## config.mk

```make
export PLATFORM = sky130hd
export DESIGN_NAME = toggle_seq_ctrl
export DESIGN_NICKNAME = d
export VERILOG_FILES = /design/src/rtl/toggle_seq_ctrl.sv
export SDC_FILE = /design/constraint.sdc
export NUM_CORES = 1
export LEC_CHECK = 0
export ABC_CLOCK_PERIOD_IN_PS = 2550
export CAP_MARGIN = 20
export CORE_UTILIZATION = 40
export DETAILED_ROUTE_END_ITERATION = 10
export PLACE_DENSITY = 0.7
export SLEW_MARGIN = 5
export SYNTH_ARGS = -nofsm -noshare
export SYNTH_HDL_FRONTEND = slang
export SYNTH_SLANG_ARGS = --single-unit
```

## constraint.sdc

```tcl
create_clock -name clk -period 2.55 [get_ports clk]
set_input_delay 0.255 -clock clk [delete_from_list [all_inputs] [get_ports clk]]
set_output_delay 0.255 -clock clk [all_outputs]
set_load 0.005 [all_outputs]
```

## src/rtl/toggle_seq_ctrl.sv

```systemverilog
// -----------------------------------------------------------------------------
// toggle_seq_ctrl
//   Modulo-M up/down counter built as a toggle-flop sequencer. Q advances by
//   XOR-ing in the toggle vector T, which is the combinational difference
//   between the current count and its successor. A four-state controller
//   (IDLE/RUN/HOLD/DONE) gates counting, loading and one-shot termination.
//
// Parameters
//   WIDTH    counter / toggle-vector width (2..16)
//   ONESHOT  0: wrap continuously, 1: enter DONE on the first wrap
//
// Ports
//   clk       in   clock, rising edge
//   clr       in   synchronous active-low clear
//   start     in   begin / resume counting (level)
//   stop      in   pause counting (level)
//   up        in   direction, 1 = up, 0 = down
//   load      in   load Q from load_val (ignored while RUN)
//   load_val  in   value to load, clamped to M-1
//   mod_n     in   modulus, 0 means 2^WIDTH
//   T         out  toggle enables for this cycle (combinational)
//   Q         out  registered count
//   Qn        out  ~Q
//   busy      out  state is RUN
//   tc        out  terminal count in the current direction while RUN
//   done      out  state is DONE
// -----------------------------------------------------------------------------
module toggle_seq_ctrl #(
  parameter int unsigned WIDTH   = 4,
  parameter int unsigned ONESHOT = 0
) (
  input  logic             clk,
  input  logic             clr,
  input  logic             start,
  input  logic             stop,
  input  logic             up,
  input  logic             load,
  input  logic [WIDTH-1:0] load_val,
  input  logic [WIDTH-1:0] mod_n,
  output logic [WIDTH-1:0] T,
  output logic [WIDTH-1:0] Q,
  output logic [WIDTH-1:0] Qn,
  output logic             busy,
  output logic             tc,
  output logic             done
);

  localparam bit ONESHOT_EN = (ONESHOT != 0);

  typedef enum logic [1:0] {
    S_IDLE = 2'd0,
    S_RUN  = 2'd1,
    S_HOLD = 2'd2,
    S_DONE = 2'd3
  } state_e;

  // Declaration initialisers give a defined IDLE / zero count at time zero.
  state_e           state_q = S_IDLE;
  state_e           state_d;
  logic [WIDTH-1:0] q_q = '0;
  logic [WIDTH-1:0] q_d;

  logic [WIDTH-1:0] m_max;         // M-1, the largest legal count
  logic [WIDTH-1:0] q_step;        // successor of q_q in the current direction
  logic [WIDTH-1:0] load_clamped;
  logic [WIDTH-1:0] t_c;
  logic             run;
  logic             wrap;
  logic             tc_c;

  // Effective modulus minus one; mod_n == 0 selects the full 2^WIDTH range.
  always_comb begin
    m_max = '1;
    if (mod_n != '0) begin
      m_max = mod_n - WIDTH'(1);
    end
  end

  // Successor value. A count left above M-1 by a modulus change wraps to 0
  // when counting up and simply decrements when counting down.
  always_comb begin
    q_step = '0;
    wrap   = 1'b0;
    if (up) begin
      if (q_q >= m_max) begin
        q_step = '0;
        wrap   = 1'b1;
      end else begin
        q_step = q_q + WIDTH'(1);
      end
    end else begin
      if (q_q == '0) begin
        q_step = m_max;
        wrap   = 1'b1;
      end else begin
        q_step = q_q - WIDTH'(1);
      end
    end
  end

  // Loads saturate at M-1.
  always_comb begin
    load_clamped = load_val;
    if (load_val > m_max) begin
      load_clamped = m_max;
    end
  end

  assign run = (state_q == S_RUN);

  // Toggle vector; masked while clr is low so T never announces a flip that
  // the clear is about to suppress.
  always_comb begin
    t_c = '0;
    if (run && clr) begin
      t_c = q_q ^ q_step;
    end
  end

  always_comb begin
    tc_c = 1'b0;
    if (run) begin
      tc_c = up ? (q_q == m_max) : (q_q == '0);
    end
  end

  // Next-state and next-count decode. Priority: load, then stop, then start.
  always_comb begin
    state_d = state_q;
    q_d     = q_q ^ t_c;
    unique case (state_q)
      S_RUN: begin
        // load is ignored while counting; the step is taken on this edge.
        if (stop) begin
          state_d = S_HOLD;
        end else if (ONESHOT_EN && wrap) begin
          state_d = S_DONE;
        end
      end
      S_IDLE, S_HOLD, S_DONE: begin
        if (load) begin
          q_d = load_clamped;
          if (state_q == S_DONE) begin
            state_d = S_HOLD;
          end
        end else if (start && !stop) begin
          state_d = S_RUN;
        end
      end
      default: begin
        state_d = S_IDLE;
      end
    endcase
  end

  // State and count registers with synchronous active-low clear.
  always_ff @(posedge clk) begin
    if (!clr) begin
      state_q <= S_IDLE;
      q_q     <= '0;
    end else begin
      state_q <= state_d;
      q_q     <= q_d;
    end
  end

  assign T    = t_c;
  assign Q    = q_q;
  assign Qn   = ~q_q;
  assign busy = run;
  assign tc   = tc_c;
  assign done = (state_q == S_DONE);

endmodule

```

Word level (Yosys, flattened, before mapping)
Index checks and enable logic that the tools add are counted.
{"block": "totals", "reg_bits": 6, "inputBits": 14, "output_inout_bits": 15, "wordCells": 40}
{"block": "op_classes", "add_sub_neg": 3, "order_cmp": 2, "eq_ne": 7, "muxes": 15, "bitwise": 3, "n_reduce_logical": 8}
{"operator": "2-to-1 mux 4 bit", "n": 8}
{"operator": "2-to-1 mux 2 bit", "n": 4}
{"operator": "subtractor 4 x 1 -> 4 bit, second input constant", "n": 2}
{"operator": "bitwise XOR 4 bit", "n": 2}
{"operator": "inequality test 3 bit, second input constant", "n": 2}
{"operator": "adder 4 x 1 -> 4 bit, second input constant", "n": 1}
{"operator": "equality test 2 bit, second input constant", "n": 2}
{"operator": "equality test 4 bit", "n": 1}
{"operator": "greater-or-equal comparator 4 bit", "n": 1}
{"operator": "greater-than comparator 4 bit", "n": 1}
{"operator": "zero test 4 bit", "n": 1}
{"operator": "NOT 4 bit", "n": 1}
{"operator": "one-hot mux 2 bit (2 select lines)", "n": 1}
{"operator": "nonzero test 4 bit", "n": 1}
{"operator": "AND reduction 3 bit", "n": 1}
{"operator": "OR reduction 3 bit", "n": 1}
{"operator": "equality test 2 x 1 -> 1 bit, second input constant", "n": 1}
{"operator": "logical AND 1 bit", "n": 2}
{"operator": "zero test 2 bit", "n": 1}
{"operator": "2-to-1 mux 1 bit", "n": 2}
{"operator": "inequality test 2 bit, second input constant", "n": 1}
{"operator": "zero test 1 bit", "n": 1}

Logic depth before layout (Yosys ltp)
{"block": "logic_depth", "ltp_word": 10, "depth_mapped": 10, "depth_no_buf": 10}

Worst setup path after synthesis
No wires, ideal clock.
{"block": "synth_path", "kind": "input to output", "from": "input mod_n[0]", "to": "output T[3]", "t_arrival_ps": 2218, "t_required_ps": 2295, "setup_slack_ps": 77, "path_stages": 10, "n_path_buf": 0, "cell_sequence": "inv_1 > ha_1 > nand2b_1 > o21ai_0 > ha_1 > nand2b_1 > a31o_2 > nor4_1 > nor4_1 > nor3_1"}
{"block": "synth_via", "elab_chain_cells": 7, "elab_cells_between_ends": 9, "classes_between": "add/sub: 1; order compare: 1; mux: 5; bitwise: 1; reduce/logical: 1"}
{"element": "start: declaration", "line": "39", "text": "input logic [WIDTH-1:0] mod_n,"}
{"element": "subtractor 4 x 1 -> 4 bit or nonzero test 4 bit (tied branches)", "line": "75, 74"}
{"element": "2-to-1 mux 4 bit (*)", "line": "74", "text": "if (mod_n != '0) begin"}
{"element": "greater-or-equal comparator 4 bit", "line": "85", "text": "if (q_q >= m_max) begin"}
{"element": "2-to-1 mux 4 bit", "line": "85"}
{"element": "2-to-1 mux 4 bit (*)", "line": "84", "text": "if (up) begin"}
{"element": "bitwise XOR 4 bit (*)", "line": "116", "text": "t_c = q_q ^ q_step;"}
{"element": "2-to-1 mux 4 bit (*)", "line": "115", "text": "if (run && clr) begin"}
{"element": "end: declaration", "line": "40", "text": "output logic [WIDTH-1:0] T,"}
Mark *: on every way between the ends. The rest lies on a longest branch, timed or not.

Worst setup path after layout
{"block": "layout_path", "from": "input mod_n[0]", "to": "output T[1]"}
Same word-level chain as after synthesis.

==> results.py <==
metrics = {
    "critical_path": {
        "path_class": "input pin to output pin",
        "cp.required_ns": 2.30,
        "crit_arrival_ns": 2.18,
        "worst-path-max-fanout": 5,
        "crit_path_start_kind": "input pin",
        "critPathCaptureType": "output pin",
        "regToRegSetupSlack_ns": 0.48,
    },
    "sta": {
        "hold_viol_final": 0,
        "max_slew_margin_pct": 67.9,
        "setup_viol": 0,
        "tns_ns": 0,
        "worst_pin_slew_ns": 0.478,
        "maxSlewViolCount": 0,
        "post-route-period-util_pct": 95.6,
        "max_freq_mhz": 410,
        "fin_crit_ns": 2.44,
        "skew_ns": 0.00487,
    },
    "synthesis": {
        "synthMostInstantiatedCell": "inv_1",
        "mappedNetlistArea_um2": 943,
        "synth_top_area_cell": "ha_1",
        "synthTopCellsByCount": "inv_1 (14), nor2_1 (11), ha_1 (10)",
        "synth.top_cell.area_share_pct": 13.3,
        "netlist_instances": 126,
        "seq_area_frac_synth_pct": 12.7,
        "synth_ff_type": "dfxtp_1",
        "synthesis.nets": 150,
        "synth-seq-cells": 6,
        "synthTopCellsByArea": "ha_1 (13%), dfxtp_1 (13%), inv_1 (5.6%)",
        "synth-warning-count": 0,
        "synth.avg_cell_area_um2": 7.49,
        "synth_edf_count": 0,
        "async_flop_share_pct": 0,
        "synth.distinct_cells": 41,
    },
    "power_and_ir_drop": {
        "powerDensity_nw_per_um2": 377,
        "pwr-share-comb_pct": 65.1,
        "power_switching_mw": 0.223,
        "p_int_mw": 0.353,
        "clkPwrFrac_pct": 15.7,
        "power.leakage_nw": 0.680,
        "irDropWorstVdd_mv": 0.306,
        "swShare_pct": 38.7,
        "seqPwrFrac_pct": 19.3,
    },
    "die": {
        "rows": 17,
        "start_util_pct": 42.6,
        "core_area_um2": 2210,
        "die_w_um": 50.6,
        "die_area_um2": 2560,
        "ios": 29,
        "die_y_um": 50.6,
    },
    "clock_network": {
        "cts_htree_levels": 1,
        "postCtsHoldBufs": 0,
        "cts_tree": "done",
        "cts-root-buf": "clkbuf_4",
        "clock_latency_ns": 0.25,
        "cts_sinks": 6,
        "numCtsBuffers": 3,
        "clockBufferDepth": 2,
        "path_clk_slew_ns": 0.04,
    },
    "flow_run": {
        "maxCapViolCount": 0,
    },
    "placement": {
        "hpwl_mm": 2.38,
        "port_buffers": 28,
        "dpl.cell_count": 204,
        "place.gp.congestion": 0.915,
    },
    "layout": {
        "syn2layout_area_growth_pct": 61.9,
        "drive_gt1_share_pct": 32.4,
        "layout.nets": 205,
        "diodes": 0,
        "fin_cells": 207,
        "fillCellCount": 191,
    },
    "outcome": {
        "status": "complete, no violations",
    },
    "grt": {
        "grt_pass1_wl_mm": 5.05,
        "grt_pass1_vias": 1123,
        "grt_remaining_overflow": 0,
        "grt_max_degree": 13,
        "antenna_found_initial": 0,
        "grt_use_total_pct": 26.0,
    },
    "detailed_routing": {
        "drc": 0,
        "drt-pass1-iter-count": 4,
        "drt_iter0_markers": 46,
        "vias_per_cell": 5.69,
        "detail_route.wl_per_cell_um": 14.6,
        "totalWireLength_mm": 3.02,
        "vias": 1178,
        "antenna_left": 0,
    },
    "hold_path": {
        "hold_class": "flop to flop",
    },
}
[final timing paths]
check	startpoint	endpoint	cells past startpoint
setup / recovery	mod_n[0]	T[1]	12
hold / removal	state_q[0]	state_q[0]	2
setup reg to reg	Q[0]	Q[1]	8
hold reg to reg	state_q[0]	state_q[0]	2
[critical path, stage by stage]
cell and delay (ns):
buf_2 0.10, inv_2 0.04, ha_4 0.17, nand2b_4 0.07, o21ai_2 0.06, ha_1 0.29, nand2b_4 0.12, a31oi_1 0.08
maj3_2 0.36, a31oi_1 0.16, mux2_2 0.35, buf_2 0.12
[cell families (layout without fill, tap and decap cells)]
| kind of cell | Yosys count | count (layout) | synth area share [%] |
|---|---|---|---|
| AO/OA/AOI/OAI | 37 | 37 | 29.3 |
| XOR/XNOR | 4 | 4 | 3.71 |
| adder cells (fa/ha/maj) | 11 | 11 | 14.5 |
| buffers and inverters | 19 | 72 | 7.82 |
| flip-flops | 6 | 6 | 12.7 |
| multiplexers | 7 | 7 | 7.69 |
| AND/OR/NAND/NOR | 42 | 42 | 24.3 |
[layer usage]
layer / global-route usage [%] / vias to the layer above / wire length [um]
met3: 4.55 / 7 / 152
met5: 0 / - / 0
met1: 31.7 / 546 / 1300
met4: 6.94 / 0 / 74
li1: - / 581 / -
met2: 46.2 / 44 / 1490
[registers in the layout (all words and copies together) (netlist names)]
register,count
Q,4
state_q,2
[cell type report]
| type | count | area, um^2 | share of cell area, % |
|---|---|---|---|
| clock buffers | 3 | 22.5 | 1.47 |
| inverters | 14 | 52.6 | 3.44 |
| multi-input cells | 101 | 847 | 55.4 |
| flip-flops and latches | 6 | 120 | 7.86 |
| well taps | 28 | 35.0 | 2.29 |
| repair buffers | 55 | 450 | 29.5 |
[through the flow]
| step | area, um^2 | utilization, % | total power, mW | hold slack [ns] | worst slack, ns |
|---|---|---|---|---|---|
| 6_report | 1530 | 69.1 | 0.576 | 0.565 | 0.112 |
| 5_1_grt | 1530 | 69.1 | 0.616 | 0.590 | -0.00788 |
| 4_1_cts | 1520 | 68.5 | 0.567 | 0.564 | -0.0215 |
| 3_5_place_dp | 1440 | 65.1 | 0.453 | 0.559 | -0.760 |
| 3_3_place_gp | 1440 | 65.1 | 0.443 | 0.529 | -0.697 |
| 2_1_floorplan | 943 | - | 0.294 | 0.377 | 0.0765 |
[timing repair]
action,in CTS,in global routing
gates resized for setup,34,13
endpoints found under the setup margin,9,8
setup buffers,1,1
pin swaps,9,8
[power by group through the flow]
stage | clock network, mW | registers, mW | logic (mW)
after floorplan | 0 | 0.113 | 0.181
after global placement | 0 | 0.111 | 0.332
after detailed placement | 0 | 0.112 | 0.341
after CTS | 0.0911 | 0.110 | 0.366
after global routing | 0.0953 | 0.112 | 0.409
final | 0.0903 | 0.111 | 0.374
[placed cells by master (no fill, tap or decap), types with 3 or more instances in the layout]
cell             count
ha_1                 8
dfxtp_1              6
nor3_1               3
nor2_1              11
buf_4               27
o21ai_0              4
o211ai_1             3
nand2_1              5
nand3_1              3
and4_1               3
inv_1               11
inv_2                3
a21oi_1              5
mux2i_1              5
nor2b_1              3
a31oi_1              3
clkbuf_4             3
clkdlybuf4s50_1     20
a311oi_1             3
buf_2                6
Note: power is estimated with default switching activity, not from simulation.
